==> config.mk <==
export PLATFORM = sky130hd
export DESIGN_NAME = alu_input_sequencer
export DESIGN_NICKNAME = d
export VERILOG_FILES = /design/src/rtl/alu_input_sequencer_pkg.sv /design/src/rtl/alu_input_sequencer_debounce.sv /design/src/rtl/alu_input_sequencer.sv
export SDC_FILE = /design/constraint.sdc
export NUM_CORES = 1
export LEC_CHECK = 0
export BUFFER_PORTS_ARGS = -buffer_cell sky130_fd_sc_hd__buf_4
export CAP_MARGIN = 20
export CORE_UTILIZATION = 51
export CTS_CLUSTER_DIAMETER = 80
export CTS_CLUSTER_SIZE = 28
export DETAILED_ROUTE_END_ITERATION = 10
export PLACE_DENSITY = 0.73
export SETUP_SLACK_MARGIN = 0.2
export SLEW_MARGIN = 15
export SYNTH_ARGS = -nofsm -noshare
export SYNTH_HDL_FRONTEND = slang
export SYNTH_SLANG_ARGS = --single-unit
==> constraint.sdc <==
create_clock -name clk -period 1.9 [get_ports clk]
set_input_delay 0.38 -clock clk [delete_from_list [all_inputs] [get_ports clk]]
set_output_delay 0.38 -clock clk [all_outputs]
set_load 0.03 [all_outputs]
==> src/rtl/alu_input_sequencer_pkg.sv <==
// Shared types and constants for the ALU input sequencer: FSM states, the ALU
// clear opcode and the bit positions inside the flag nibble.
package alu_seq_pkg;

  typedef enum logic [2:0] {
    S_LOAD_A  = 3'd0,
    S_LOAD_B  = 3'd1,
    S_LOAD_OP = 3'd2,
    S_EXEC    = 3'd3,
    S_SHOW    = 3'd4
  } state_t;

  localparam logic [3:0] OP_CLEAR = 4'b1111;

  // Flag nibble layout: {carry, overflow, negative, zero}
  localparam int unsigned FLAG_C = 3;
  localparam int unsigned FLAG_V = 2;
  localparam int unsigned FLAG_N = 1;
  localparam int unsigned FLAG_Z = 0;

endpackage

==> src/rtl/alu_input_sequencer_debounce.sv <==
// Button conditioner: two-flop synchroniser, stable-level debounce counter and
// a single-cycle pulse on each debounced 0->1 transition.
module debounce_pulse #(
  parameter int unsigned DEBOUNCE_CYCLES = 500000
) (
  input  logic clk,
  input  logic rst,
  input  logic btn_raw,
  output logic level,
  output logic rise_p
);

  localparam int unsigned CNT_W = (DEBOUNCE_CYCLES > 1) ? $clog2(DEBOUNCE_CYCLES) : 1;
  localparam logic [CNT_W-1:0] CNT_LAST = CNT_W'(DEBOUNCE_CYCLES - 1);

  logic             sync1_q, sync1_d;
  logic             sync2_q, sync2_d;
  logic [CNT_W-1:0] cnt_q, cnt_d;
  logic             level_q, level_d;
  logic             level_prev_q, level_prev_d;

  always_comb begin
    sync1_d      = btn_raw;
    sync2_d      = sync1_q;
    level_prev_d = level_q;
    level_d      = level_q;
    cnt_d        = cnt_q;
    // Any return to the accepted level restarts the stability window.
    if (sync2_q == level_q) begin
      cnt_d = '0;
    end else if (cnt_q == CNT_LAST) begin
      level_d = ~level_q;
      cnt_d   = '0;
    end else begin
      cnt_d = cnt_q + 1'b1;
    end
  end

  always_ff @(posedge clk) begin
    if (rst) begin
      sync1_q      <= 1'b0;
      sync2_q      <= 1'b0;
      cnt_q        <= '0;
      level_q      <= 1'b0;
      level_prev_q <= 1'b0;
    end else begin
      sync1_q      <= sync1_d;
      sync2_q      <= sync2_d;
      cnt_q        <= cnt_d;
      level_q      <= level_d;
      level_prev_q <= level_prev_d;
    end
  end

  assign level  = level_q;
  assign rise_p = level_q & ~level_prev_q;

endmodule

==> src/rtl/alu_input_sequencer.sv <==
// Front end of the lab ALU: steps A, B and the opcode in from the switches on
// each "next" press, captures the ALU result one cycle later and holds it.
module alu_input_sequencer
  import alu_seq_pkg::*;
#(
  parameter int unsigned N               = 4,
  parameter int unsigned DEBOUNCE_CYCLES = 500000
) (
  input  logic         clk,
  input  logic         rst,
  input  logic [N-1:0] sw,
  input  logic         btn_next,
  input  logic         btn_clear,
  output logic [N-1:0] a_o,
  output logic [N-1:0] b_o,
  output logic [3:0]   op_o,
  input  logic [N-1:0] alu_y_i,
  input  logic [3:0]   alu_flags_i,
  output logic [N-1:0] result_q,
  output logic [3:0]   flags_q,
  output logic         result_valid,
  output logic [2:0]   state_o
);

  logic next_p, clear_p;
  logic next_level, clear_level;

  debounce_pulse #(.DEBOUNCE_CYCLES(DEBOUNCE_CYCLES)) u_db_next (
    .clk     (clk),
    .rst     (rst),
    .btn_raw (btn_next),
    .level   (next_level),
    .rise_p  (next_p)
  );

  debounce_pulse #(.DEBOUNCE_CYCLES(DEBOUNCE_CYCLES)) u_db_clear (
    .clk     (clk),
    .rst     (rst),
    .btn_raw (btn_clear),
    .level   (clear_level),
    .rise_p  (clear_p)
  );

  state_t       state_q, state_d;
  logic [N-1:0] a_q, a_d;
  logic [N-1:0] b_q, b_d;
  logic [3:0]   op_q, op_d;
  logic [N-1:0] result_d;
  logic [3:0]   flags_d;
  logic         valid_q, valid_d;

  always_comb begin
    state_d  = state_q;
    a_d      = a_q;
    b_d      = b_q;
    op_d     = op_q;
    result_d = result_q;
    flags_d  = flags_q;
    valid_d  = valid_q;
    // Clear overrides a simultaneous next press.
    if (clear_p) begin
      state_d  = S_LOAD_A;
      a_d      = '0;
      b_d      = '0;
      op_d     = OP_CLEAR;
      result_d = '0;
      flags_d  = '0;
      valid_d  = 1'b0;
    end else begin
      case (state_q)
        S_LOAD_A: if (next_p) begin
          a_d     = sw;
          state_d = S_LOAD_B;
        end
        S_LOAD_B: if (next_p) begin
          b_d     = sw;
          state_d = S_LOAD_OP;
        end
        S_LOAD_OP: if (next_p) begin
          op_d    = sw[3:0];
          state_d = S_EXEC;
        end
        // One full cycle for the combinational ALU to settle on the new opcode.
        S_EXEC: begin
          result_d = alu_y_i;
          flags_d  = alu_flags_i;
          valid_d  = 1'b1;
          state_d  = S_SHOW;
        end
        S_SHOW: if (next_p) begin
          valid_d = 1'b0;
          state_d = S_LOAD_A;
        end
        default: state_d = S_LOAD_A;
      endcase
    end
  end

  always_ff @(posedge clk) begin
    if (rst) begin
      state_q  <= S_LOAD_A;
      a_q      <= '0;
      b_q      <= '0;
      op_q     <= OP_CLEAR;
      result_q <= '0;
      flags_q  <= '0;
      valid_q  <= 1'b0;
    end else begin
      state_q  <= state_d;
      a_q      <= a_d;
      b_q      <= b_d;
      op_q     <= op_d;
      result_q <= result_d;
      flags_q  <= flags_d;
      valid_q  <= valid_d;
    end
  end

  // result_valid has no ready: it stays high from the execute edge until the
  // next press (or clear) starts a new sequence; result_q/flags_q are stable
  // for the whole time it is high.
  assign a_o          = a_q;
  assign b_o          = b_q;
  assign op_o         = op_q;
  assign result_valid = valid_q;
  assign state_o      = state_q;

endmodule

# Yosys cells after proc, flatten, opt, wreduce, memory -nomap -nowiden
# Index checks and enable logic that the tools add are counted.
# classes
reduce_logical	12
eq_ne	12
bitwise	8
muxes	7
addsub	2
# ops
cell	n
$add 19x1->19 const B	2
$eq 19x19->1 const B	2
$pmux 3 s5	1
$mux 3	4
$reduce_and 2->1	6
$ne 2x2->1 const B	4
$eq 3x2->1 const B	2
$not 1->1	6
$reduce_or 3->1	2
$reduce_and 4->1	1
$eq 3x1->1 const B	1
$eq 3x3->1 const B	1
$logic_not 3->1	1
$and 1x1->1	2
$eq 1x1->1	2
$pmux 1 s2	1
$reduce_bool 2->1	1
$reduce_or 2->1	1
$mux 1	1
# word_totals
ff_bits	70
input_bits	16
out_inout_bits	24
wordCells	58

# Longest topological paths before layout
# Gate-level depths: netlist (run 1).
# depth
depth_word	4
depth_mapped	6
mapped_depth_nobuf	5

# Cells and area by module
# From an unflattened synthesis (run 1), not the netlist that was laid out.
# unflattened
hier_cells	333
area_unflattened_um2	3313.2
# modules_own_cells
mod	cells_per_inst	seq_area_each_um2	area_each_um2	instances
debounce_pulse	111	460.4	1028.5	2
alu_input_sequencer	111	480.5	1256.2	1

# Worst setup path before layout (run 1)
# No wires, ideal clock.
# synth_timing
path_kind	register to register
start	register u_db_next.cnt_q[5]
end	register u_db_next.cnt_q[14]
period_less_slack_ns	1.930
path_buffers	1
setup_time_ns	0.115
required_time_ns	1.785
stages_incl_launch_ff	6
arrival_time_ns	1.815
slack_ns	-0.030
path_cell_list	dfxtp_1 -> or4b_1 -> or4_4 -> o21ai_4 -> buf_6 -> nor2_1
# synth_via
elab_chain_len	2
elab_cells_between_ends	3
classes_between	add/sub: 1; eq/ne: 1; reduce/logical: 1
# synth_lines
item	line	text
start: declaration	alu_input_sequencer_debounce.sv:18	logic [CNT_W-1:0] cnt_q, cnt_d;
start signal: assignment	alu_input_sequencer_debounce.sv:49	cnt_q <= cnt_d;
parallel branches: the longest is 2 deep, another holds $add 19x1->19	--	
# Several ways; the timed one is not identified.
# A chain may end at the register's enable or synchronous reset.

# Final worst setup path (run 1)
# layout_timing
start	register u_db_next.cnt_q[14]
end	register u_db_next.cnt_q[18]
# The elaborated chain is that of the path after synthesis.

==> impl_results.rst, run 1 <==
.. list-table::
   :header-rows: 1

   * - Metric
     - Value
   * - Count of input and output buffers
     - 39
   * - Die span in y
     - 77.2 µm
   * - Maximum level of the CTS H-tree
     - 3
   * - Final HPWL from detailed placement
     - 3990 µm
   * - Setup clock skew after layout
     - 0.00849 ns
   * - Synthesized area per cell
     - 8.96 µm²
   * - Count of state elements after synthesis
     - 70
   * - Setup repair after global routing missed its margin
     - true
   * - Area of the die
     - 5960 µm²
   * - Yosys warning total
     - 0
   * - Switching power total
     - 0.000559 W
   * - Cell area power density
     - 779 nW/µm²
   * - Max-slew violations
     - 0
   * - Ratio of routed vias to standard cells
     - 5.21
   * - Post-route fraction of the period consumed by the critical path
     - 98.8%
   * - Power share of the sequential group
     - 52.0%
   * - Root Buffer
     - clkbuf_8
   * - Crit-path cells
     - or4b_1, or4_4, o21ai_4, buf_12, a21oi_1
   * - Total routing resource utilization after global routing
     - 20.5%
   * - Setup total negative slack
     - 0 ns
   * - Die Width
     - 77.2 µm
   * - Initial core utilization
     - 52.7%
   * - Clk Latency, worst-skew pair
     - 0.35 ns
   * - Layout Cell Area excl Fill
     - 3640 µm²
   * - Count of flip-flops with a built-in enable after synthesis
     - 0
   * - Routed len/inst
     - 12.2 µm
   * - TritonCTS sink count
     - 70
   * - Combined area of all synthesized cells
     - 2880 µm²
   * - Share of flip-flops with an asynchronous set or reset
     - 0%
   * - Yosys cell types
     - 41
   * - Slowest library cell on the worst path
     - or4_4
   * - Number of cells produced by synthesis
     - 322
   * - Routed via count
     - 2403
   * - Instance area after placement
     - 3380 µm²
   * - Final setup viols
     - 0
   * - Power share of the clock group
     - 46.0%
   * - Fraction of the yosys area taken by sequential cells
     - 48.6%
   * - Kind of cell adding the most delay to the critical path
     - simple AND/OR/NAND/NOR gates
   * - Fraction of layout instances using a drive strength above 1
     - 22.9%
   * - Status
     - complete, no violations
   * - Number of placed I/O pins
     - 40
   * - Via count of the first global-routing pass
     - 2164
   * - Tightest slew margin relative to the limit
     - 56.3%
   * - First-pass GRT wire length
     - 9650 µm
   * - Arrival time at the worst endpoint
     - 2.11 ns
   * - Most common library cell in the layout ignoring fill and taps
     - dfxtp_1
   * - Hold Crit Class
     - input port to flop
   * - Critical path class
     - flop to flop
   * - Core Area
     - 5470 µm²
   * - Most used cells in the layout excluding fill and tap cells
     - 68 x dfxtp_1, 63 x buf_4, 41 x nor2_1
   * - Leakage power total
     - 1.25 nW
   * - Initial detailed-routing violation count
     - 123
   * - Final RePlAce weighted congestion
     - 0.789
   * - Switching part of the total
     - 19.7%
   * - DRC
     - 0
   * - Final hold violation count
     - 0
   * - Clock-pin transition on the worst setup and hold timing paths
     - 0.07 ns
   * - Total wirelength of the detailed-routed design
     - 5620 µm
   * - Cts-stage hold buffer count
     - 0
   * - Crit path launch type
     - flop
   * - Number of optimization iterations in the first detailed-route pass
     - 4
   * - Number of violations of the max-capacitance limit
     - 0
   * - Global route total overflow
     - 0
   * - Worst-Margin Slew
     - 0.655 ns
   * - Worst supply voltage drop on vdd
     - 0.000541 V
   * - Layout overhead on the synthesized area
     - 26.3%
   * - Largest stage delay on the critical path
     - 0.55 ns
   * - Maximum net fanout on the critical path
     - 19
   * - Number of buffers and inverters on the critical path
     - 1
   * - Nets@finish
     - 402
   * - TritonCTS buffer count
     - 9
   * - TritonCTS clock tree
     - yes
   * - Antenna cell count
     - 0
   * - Most common flop cell mapped by yosys
     - dfxtp_1
   * - Worst Setup End Kind
     - flop
   * - Number of nets still failing antenna checks after routing
     - 0
   * - Highest achievable clock rate
     - 533 MHz
   * - Gate power share
     - 2.0%
   * - Bufs on Longest Clock Path
     - 2
   * - Minimum clock period
     - 1.88 ns
   * - Int Power
     - 0.00228 W
   * - Post-Syn Nets
     - 340
   * - Worst path required time
     - 2.13 ns
   * - Initial antenna violation count
     - 0
   * - Maximum number of pins on one net before global-route repair
     - 21
   * - Total number of placement rows
     - 27
synth_stat cells, types with 8 or more instances:
library cell	instances	area [µm²]
nand2_1	27	101
nand3_1	26	130
clkbuf_1	10	37.5
nor2_1	41	154
nand4_1	9	56.3
inv_1	9	33.8
xor2_1	10	87.6
dfxtp_1	70	1400
xnor2_1	19	166
a21oi_1	22	110
mux2i_1	10	100
nor2b_1	8	50.1
logic make-up (layout without fill, tap and decap cells):
group           Yosys count  count (layout)  share of synthesized area, %
compound gates           36              36                          7.29
xor+xnor                 29              29                          8.81
fa+ha+maj                 2               2                         0.868
buf+inv                  22              89                          3.30
flops                    70              70                          48.6
mux                      11              11                          3.86
simple gates            152             152                          27.3
metal layers:
metal | global-route usage, % | part of all wire, %
met5 | 0 | 0
met4 | 8.49 | 1.6
met3 | 6.79 | 4.3
met2 | 30.9 | 46
met1 | 26.8 | 48
flip-flops by register name, indices dropped and copies added (netlist names), 3 cells and up:
name              cells
a_o                   4
b_o                   4
state_o               3
u_db_clear.cnt_q     19
op_o                  4
result_q              4
flags_q               4
u_db_next.cnt_q      19
path summary, 6_finish.rpt:
kind              cells after the start  slack, ns                   to           startpoint
setup / recovery                      5       0.02  u_db_next.cnt_q[18]  u_db_next.cnt_q[14]
setup reg to reg                      5       0.02  u_db_next.cnt_q[18]  u_db_next.cnt_q[14]
hold reg to reg                       1       0.44    u_db_next.sync2_q    u_db_next.sync1_q
hold / removal                        2       0.24   u_db_clear.sync1_q            btn_clear
power groups by stage:
stage	clock, W	sequential (W)	combinational [W]
6_report	0.00131	0.00147	0.0000577
5_1_grt	0.00139	0.00147	0.0000633
4_1_cts	0.00133	0.00147	0.0000583
3_5_place_dp	0	0.00151	0.0000580
3_3_place_gp	0	0.00151	0.0000568
2_1_floorplan	0	0.00151	0.0000236
area by class of cell:
type                       count  area (µm²)
clock buffer                  13         149
clock inverter                 3        67.6
fill                         450        1830
inverter                       9        33.8
multi-input combinational    230        1410
sequential                    70        1400
tap                           72        90.1
timing repair buffer          64         493
stage by stage:
| stage | utilization, % | hold WS (ns) | std cells | total power [W] | setup slack, ns |
|---|---|---|---|---|---|
| CTS | 66.1 | 0.239 | 458 | 0.00286 | 0.0207 |
| finish | 66.6 | 0.242 | 461 | 0.00284 | 0.0233 |
| detailed placement | 61.8 | 0.430 | 441 | 0.00157 | 0.0349 |
| global route | 66.6 | 0.258 | 461 | 0.00293 | -0.0127 |
| floorplan | - | 0.410 | 322 | 0.00153 | -0.00273 |
| global placement | 61.8 | 0.417 | 441 | 0.00156 | 0.0471 |
repair_timing:
| action | in CTS | in global routing |
|---|---|---|
| pin swaps | 0 | 2 |
| endpoints found under the hold margin | 0 | 0 |
| setup buffers | 1 | 3 |
| endpoints found under the setup margin | 20 | 22 |
| gates resized for setup | 3 | 1 |
(Power assumes the default switching activity.)
==> run 2: changes to the inputs <==
--- a/config.mk
+++ b/config.mk
@@ -7,11 +7,11 @@
 export LEC_CHECK = 0
 export BUFFER_PORTS_ARGS = -buffer_cell sky130_fd_sc_hd__buf_4
 export CAP_MARGIN = 20
-export CORE_UTILIZATION = 51
+export CORE_UTILIZATION = 55
 export CTS_CLUSTER_DIAMETER = 80
 export CTS_CLUSTER_SIZE = 28
 export DETAILED_ROUTE_END_ITERATION = 10
-export PLACE_DENSITY = 0.73
+export PLACE_DENSITY = 0.75
 export SETUP_SLACK_MARGIN = 0.2
 export SLEW_MARGIN = 15
 export SYNTH_ARGS = -nofsm -noshare
==> constraint.sdc (replaced) <==
create_clock -name clk -period 2 [get_ports clk]
set_input_delay 0.4 -clock clk [delete_from_list [all_inputs] [get_ports clk]]
set_output_delay 0.4 -clock clk [all_outputs]
set_load 0.005 [all_outputs]
==> run 2 against run 1 <==
Against the previous run:
- die area is 7.1% lower
- maximum frequency is 0.78% lower
- combinational power is 2% lower
- via count is 1.2% lower
- sequential power is 5% lower
- sequential share of layout area is 0.63 points higher
- total power is 0.69% higher
- flip-flop and latch count stayed put
- design area is 1.4% lower
- largest power group unchanged
==> impl_results.rst, run 2 (same netlist as run 1, synthesis figures left out) <==
.. list-table::
   :header-rows: 1

   * - Metric
     - Value
   * - Cell depth of the worst min-delay path
     - 2
   * - Register Area
     - 1410 µm²
   * - Post-route worst setup slack
     - 0.109 ns
   * - Crit-path cells
     - or4_4, or4_4, o21ai_4, buf_12, a21oi_1
   * - Worst setup slack for register-to-register paths
     - 0.11 ns
   * - Met2 track demand over resource
     - 37.3%
   * - Bufs on Longest Clock Path
     - 2
   * - Minimum setup slack after placement
     - 0.102 ns
   * - DRC
     - 0
   * - Worst Setup End Kind
     - flop
   * - Initial detailed-routing violation count
     - 136
   * - Most used routing layer in global routing
     - met2
   * - Final HPWL from detailed placement
     - 4080 µm
   * - Initial core utilization
     - 59.1%
   * - Maximum number of pins on one net before global-route repair
     - 21
   * - Fillers
     - 413
   * - Global route total overflow
     - 0
   * - Routed via count
     - 2373
   * - Number of nets still failing antenna checks after routing
     - 0
   * - TritonCTS sink count
     - 70
   * - Tightest slew margin relative to the limit
     - 54.5%
   * - Origin of the critical flop-to-flop path
     - u_db_next.cnt_q[7]
   * - Cell area power density
     - 796 nW/µm²
   * - Critical path class
     - flop to flop
   * - Multi-input combinational cell area
     - 1410 µm²
   * - Number of violations of the max-capacitance limit
     - 0
   * - Worst-Margin Slew
     - 0.682 ns
   * - Fraction of layout instances using a drive strength above 1
     - 21.4%
   * - Clock-pin transition on the worst setup and hold timing paths
     - 0.07 ns
   * - TritonCTS clock tree
     - yes
   * - Worst supply voltage drop on vdd
     - 0.000538 V
   * - TritonCTS buffer count
     - 9
   * - Clk Latency, worst-skew pair
     - 0.34 ns
   * - Final hold violation count
     - 0
   * - Setup repair after global routing missed its margin
     - true
   * - Startpoint of the lowest-slack hold path
     - btn_next
   * - Ratio of routed vias to standard cells
     - 5.33
   * - Via count of the first global-routing pass
     - 2170
   * - Total wirelength of the detailed-routed design
     - 6000 µm
   * - Largest registers ranked by flip-flop count
     - u_db_clear.cnt_q: 19 flops, u_db_next.cnt_q: 19 flops
   * - Most common library cell in the layout ignoring fill and taps
     - dfxtp_1
   * - Hold Crit Class
     - input port to flop
   * - Number of placed I/O pins
     - 40
   * - Number of optimization iterations in the first detailed-route pass
     - 4
   * - Arrival time at the worst endpoint
     - 2.12 ns
   * - Maximum net fanout on the critical path
     - 19
   * - Die Width
     - 74.4 µm
   * - Root Buffer
     - clkbuf_8
   * - Crit path launch type
     - flop
   * - Maximum level of the CTS H-tree
     - 3
   * - CP most frequent cell
     - or4_4
   * - Endpoint of the worst-slack reg-to-reg timing path
     - u_db_next.cnt_q[15]
   * - Final setup viols
     - 0
   * - Hold Crit Endpoint
     - u_db_next.sync1_q
   * - First-pass GRT wire length
     - 9590 µm
   * - Post-route fraction of the period consumed by the critical path
     - 94.6%
   * - Met3 Resource Use GR
     - 7.45%
   * - Max-slew violations
     - 0
   * - Setup clock skew after layout
     - 0.00922 ns
   * - Leakage power total
     - 1.22 nW
   * - Met1 capacity usage during global routing
     - 28.5%
   * - Largest stage delay on the critical path
     - 0.54 ns
   * - Count of input and output buffers
     - 39
   * - Nets@finish
     - 391
   * - Kind of cell adding the most delay to the critical path
     - simple AND/OR/NAND/NOR gates
   * - Core Area
     - 4880 µm²
   * - Total routing resource utilization after global routing
     - 23.0%
   * - Minimum clock period
     - 1.89 ns
   * - Setup total negative slack
     - 0 ns
   * - Layout overhead on the synthesized area
     - 24.5%
   * - Number of buffers and inverters on the critical path
     - 1
   * - Status
     - complete, no violations
   * - Antenna cell count
     - 0
   * - Die span in y
     - 74.4 µm
   * - Area of the die
     - 5540 µm²
   * - Number of cells traversed by the worst register-to-register path
     - 5
   * - Routed len/inst
     - 13.5 µm
   * - Initial antenna violation count
     - 0
   * - Total number of placement rows
     - 25
   * - Final RePlAce weighted congestion
     - 0.880
   * - Most used cells in the layout excluding fill and tap cells
     - 68 x dfxtp_1, 52 x buf_4, 41 x nor2_1
   * - Slowest library cell on the worst path
     - or4_4
   * - Worst path required time
     - 2.22 ns
   * - Highest achievable clock rate
     - 529 MHz
-- run 2: layout make-up --
type | instances | share of cell area [%]
tap | 67 | 2.34
timing repair buffer | 53 | 11.4
clock inverter | 5 | 2.96
sequential | 70 | 39.2
inverter | 9 | 0.941
multi-input combinational | 230 | 39.2
clock buffer | 11 | 3.94
-- run 2: how the worst max path moves through the flow --
| stage | from | endpoint | slack (ns) | depth (start not counted) |
|---|---|---|---|---|
| final | u_db_next.cnt_q[7] | u_db_next.cnt_q[15] | 0.11 | 5 |
| after global routing | u_db_next.cnt_q[7] | u_db_next.cnt_q[17] | 0.05 | 5 |
| after detailed placement | u_db_next.cnt_q[14] | u_db_next.cnt_q[18] | 0.10 | 5 |
| after global placement | u_db_next.cnt_q[5] | u_db_next.cnt_q[10] | 0.14 | 5 |
| after CTS | u_db_next.cnt_q[14] | u_db_next.cnt_q[15] | 0.09 | 5 |
| after floorplan | u_db_next.cnt_q[5] | u_db_next.cnt_q[14] | 0.1 | 5 |
-- run 2: metal layers --
layer / vias up / wire, µm
li1: 1214 / -
met1: 1119 / 2720
met2: 32 / 3030
met3: 8 / 177
met4: 0 / 68
met5: - / 0
-- run 2: through the flow --
| step | power (W) | instance area, µm² | std cells | util, % | hold WS (ns) |
|---|---|---|---|---|---|
| after floorplan | 0.00145 | 2890 | 322 | - | 0.410 |
| after global placement | 0.00149 | 3300 | 426 | 67.5 | 0.422 |
| after detailed placement | 0.00149 | 3300 | 426 | 67.5 | 0.429 |
| after CTS | 0.00289 | 3540 | 442 | 72.6 | 0.273 |
| after global routing | 0.00296 | 3590 | 445 | 73.6 | 0.262 |
| final | 0.00286 | 3590 | 445 | 73.6 | 0.274 |
-- run 2: what timing repair did --
item / 4_1_cts / 5_1_grt
buffers inserted: 0 / 3
resized for setup: 0 / 7
endpoints found under the setup margin: 19 / 21
cloned: 0 / 0
hold buffers: 0 / 0
-- run 2: power by group --
| part | switching, W | internal (W) | total [W] |
|---|---|---|---|
| logic | 0.0000283 | 0.0000285 | 0.0000568 |
| clock network | 0.000536 | 0.000865 | 0.00140 |
| registers | 0.00000265 | 0.00140 | 0.00140 |
| total | 0.000567 | 0.00229 | 0.00286 |
==> run 3: changes to the inputs <==
--- a/config.mk
+++ b/config.mk
@@ -5,7 +5,7 @@
 export SDC_FILE = /design/constraint.sdc
 export NUM_CORES = 1
 export LEC_CHECK = 0
-export BUFFER_PORTS_ARGS = -buffer_cell sky130_fd_sc_hd__buf_4
+export BUFFER_PORTS_ARGS = -buffer_cell sky130_fd_sc_hd__clkbuf_2
 export CAP_MARGIN = 20
 export CORE_UTILIZATION = 55
 export CTS_CLUSTER_DIAMETER = 80
==> run 3 against run 2 <==
Against the previous run:
- final cell count decreased by 0.45%
- global-route usage decreased by 1.3 points
- clock skew about the same
- count of clock-buffer cells in the layout decreased by 1
- highest routed layer unchanged
==> impl_results.rst, run 3 (same netlist as run 1, synthesis figures left out) <==
.. list-table::
   :header-rows: 1

   * - Metric
     - Value
   * - Total routing resource utilization after global routing
     - 21.7%
   * - Post-route worst setup slack
     - 0.111 ns
   * - Initial core utilization
     - 59.1%
   * - Max-slew violations
     - 0
   * - Number of buffers and inverters on the critical path
     - 1
   * - Arrival time at the worst endpoint
     - 2.11 ns
   * - Via count of the first global-routing pass
     - 2021
   * - Nets@finish
     - 389
   * - Fraction of layout instances using a drive strength above 1
     - 20.7%
   * - Largest stage delay on the critical path
     - 0.54 ns
   * - Maximum net fanout on the critical path
     - 19
   * - Layout Utilization
     - 70.6%
   * - Critical path class
     - flop to flop
   * - Slowest library cell on the worst path
     - or4_4
   * - Maximum number of pins on one net before global-route repair
     - 21
   * - First-pass GRT wire length
     - 8960 µm
   * - Die Width
     - 74.4 µm
   * - Bufs on Longest Clock Path
     - 2
   * - Clock-pin transition on the worst setup and hold timing paths
     - 0.07 ns
   * - Final hold violation count
     - 0
   * - Core Area
     - 4880 µm²
   * - Clk Latency, worst-skew pair
     - 0.34 ns
   * - Startpoint of the lowest-slack hold path
     - btn_clear
   * - Total wirelength of the detailed-routed design
     - 5650 µm
   * - Setup repair after global routing missed its margin
     - true
   * - Cell area power density
     - 784 nW/µm²
   * - Highest achievable clock rate
     - 529 MHz
   * - Number of violations of the max-capacitance limit
     - 0
   * - Layout overhead on the synthesized area
     - 19.4%
   * - Crit-path cells
     - or4b_1, or4_4, o21ai_4, buf_12, a21oi_1
   * - Area of the die
     - 5540 µm²
   * - Most used cells in the layout excluding fill and tap cells
     - 69 x dfxtp_1, 41 x nor2_1, 39 x clkbuf_2
   * - Maximum level of the CTS H-tree
     - 3
   * - Worst Setup End Kind
     - flop
   * - Routed len/inst
     - 12.8 µm
   * - Status
     - complete, no violations
   * - Worst setup slack for register-to-register paths
     - 0.11 ns
   * - Tightest slew margin relative to the limit
     - 55.4%
   * - Antenna cell count
     - 0
   * - Final RePlAce weighted congestion
     - 0.848
   * - Routed via count
     - 2388
   * - TritonCTS buffer count
     - 9
   * - Final HPWL from detailed placement
     - 3940 µm
   * - Global route total overflow
     - 0
   * - Leakage power total
     - 1.16 nW
   * - Setup total negative slack
     - 0 ns
   * - Total number of placement rows
     - 25
   * - Overall Power
     - 0.00270 W
   * - Worst path required time
     - 2.22 ns
   * - Number of placed I/O pins
     - 40
   * - TritonCTS clock tree
     - yes
   * - Crit path launch type
     - flop
   * - Largest registers ranked by flip-flop count
     - u_db_clear.cnt_q: 19 flops, u_db_next.cnt_q: 19 flops
   * - Minimum clock period
     - 1.89 ns
   * - Root Buffer
     - clkbuf_8
   * - Post-route fraction of the period consumed by the critical path
     - 94.4%
   * - Minimum setup slack after placement
     - 0.106 ns
   * - Worst-Margin Slew
     - 0.668 ns
   * - Origin of the critical flop-to-flop path
     - u_db_next.cnt_q[5]
   * - Number of optimization iterations in the first detailed-route pass
     - 4
   * - Kind of cell adding the most delay to the critical path
     - simple AND/OR/NAND/NOR gates
   * - Final setup viols
     - 0
   * - DRC
     - 0
   * - Cts-stage hold buffer count
     - 0
   * - Number of nets still failing antenna checks after routing
     - 0
   * - TritonCTS sink count
     - 70
   * - Critical Path Source
     - u_db_next.cnt_q[5]
   * - Worst supply voltage drop on vdd
     - 0.000610 V
   * - Setup clock skew after layout
     - 0.00940 ns
   * - Hold Crit Class
     - input port to flop
   * - Most common library cell in the layout ignoring fill and taps
     - dfxtp_1
   * - Initial detailed-routing violation count
     - 107
   * - Ratio of routed vias to standard cells
     - 5.39
   * - Die span in y
     - 74.4 µm
   * - Count of input and output buffers
     - 39
   * - Initial antenna violation count
     - 0
[run 3: metrics by stage]
step                instance area (µm²)  cells  hold WS [ns]
floorplan                          2890    322         0.410
global placement                   3200    426         0.415
detailed placement                 3200    426         0.430
CTS                                3420    442         0.256
global route                       3440    443         0.261
finish                             3440    443         0.271
[run 3: worst paths after layout]
| kind | end | cells past startpoint |
|---|---|---|
| max | u_db_next.cnt_q[13] | 5 |
| max reg2reg | u_db_next.cnt_q[13] | 5 |
| min | u_db_clear.sync1_q | 2 |
| min reg2reg | u_db_next.sync2_q | 1 |
[run 3: area by class of cell]
| type | instances | area [µm²] |
|---|---|---|
| fill | 405 | 1440 |
| multi-input combinational | 230 | 1400 |
| sequential | 70 | 1400 |
| timing repair buffer | 51 | 298 |
| clock buffer | 10 | 138 |
| clock inverter | 6 | 85.1 |
| tap | 67 | 83.8 |
| inverter | 9 | 33.8 |
[run 3: metal layers]
metal | wire length (µm) | global-route usage (%) | vias up | part of all wire (%)
met3 | 168 | 5.96 | 12 | 3.0
li1 | - | - | 1218 | -
met1 | 2630 | 28.1 | 1118 | 47
met5 | 0 | 0 | - | 0
met4 | 116 | 12.6 | 0 | 2.1
met2 | 2730 | 32.4 | 40 | 48
[run 3: what timing repair did]
action                                 4_1_cts  5_1_grt
setup buffers                                0        1
gates cloned                                 0        0
gates resized for setup                      0        4
setup endpoints to repair                   19       21
endpoints found under the hold margin        0        0
[run 3: report_power, final]
part	leakage (nW)	switching (W)	total [W]	internal, W
Combinational	0.491	0.0000271	0.0000473	0.0000202
Sequential	0.565	0.00000242	0.00140	0.00140
Clock	0.108	0.000521	0.00125	0.000731
Total	1.16	0.000551	0.00270	0.00215
[run 3: worst register-to-register path, cell delays in order (launching register included)]
cell and delay, ns:
dfxtp_2 0.35, or4b_1 0.50, or4_4 0.54, o21ai_4 0.16
buf_12 0.16, a21oi_1 0.05
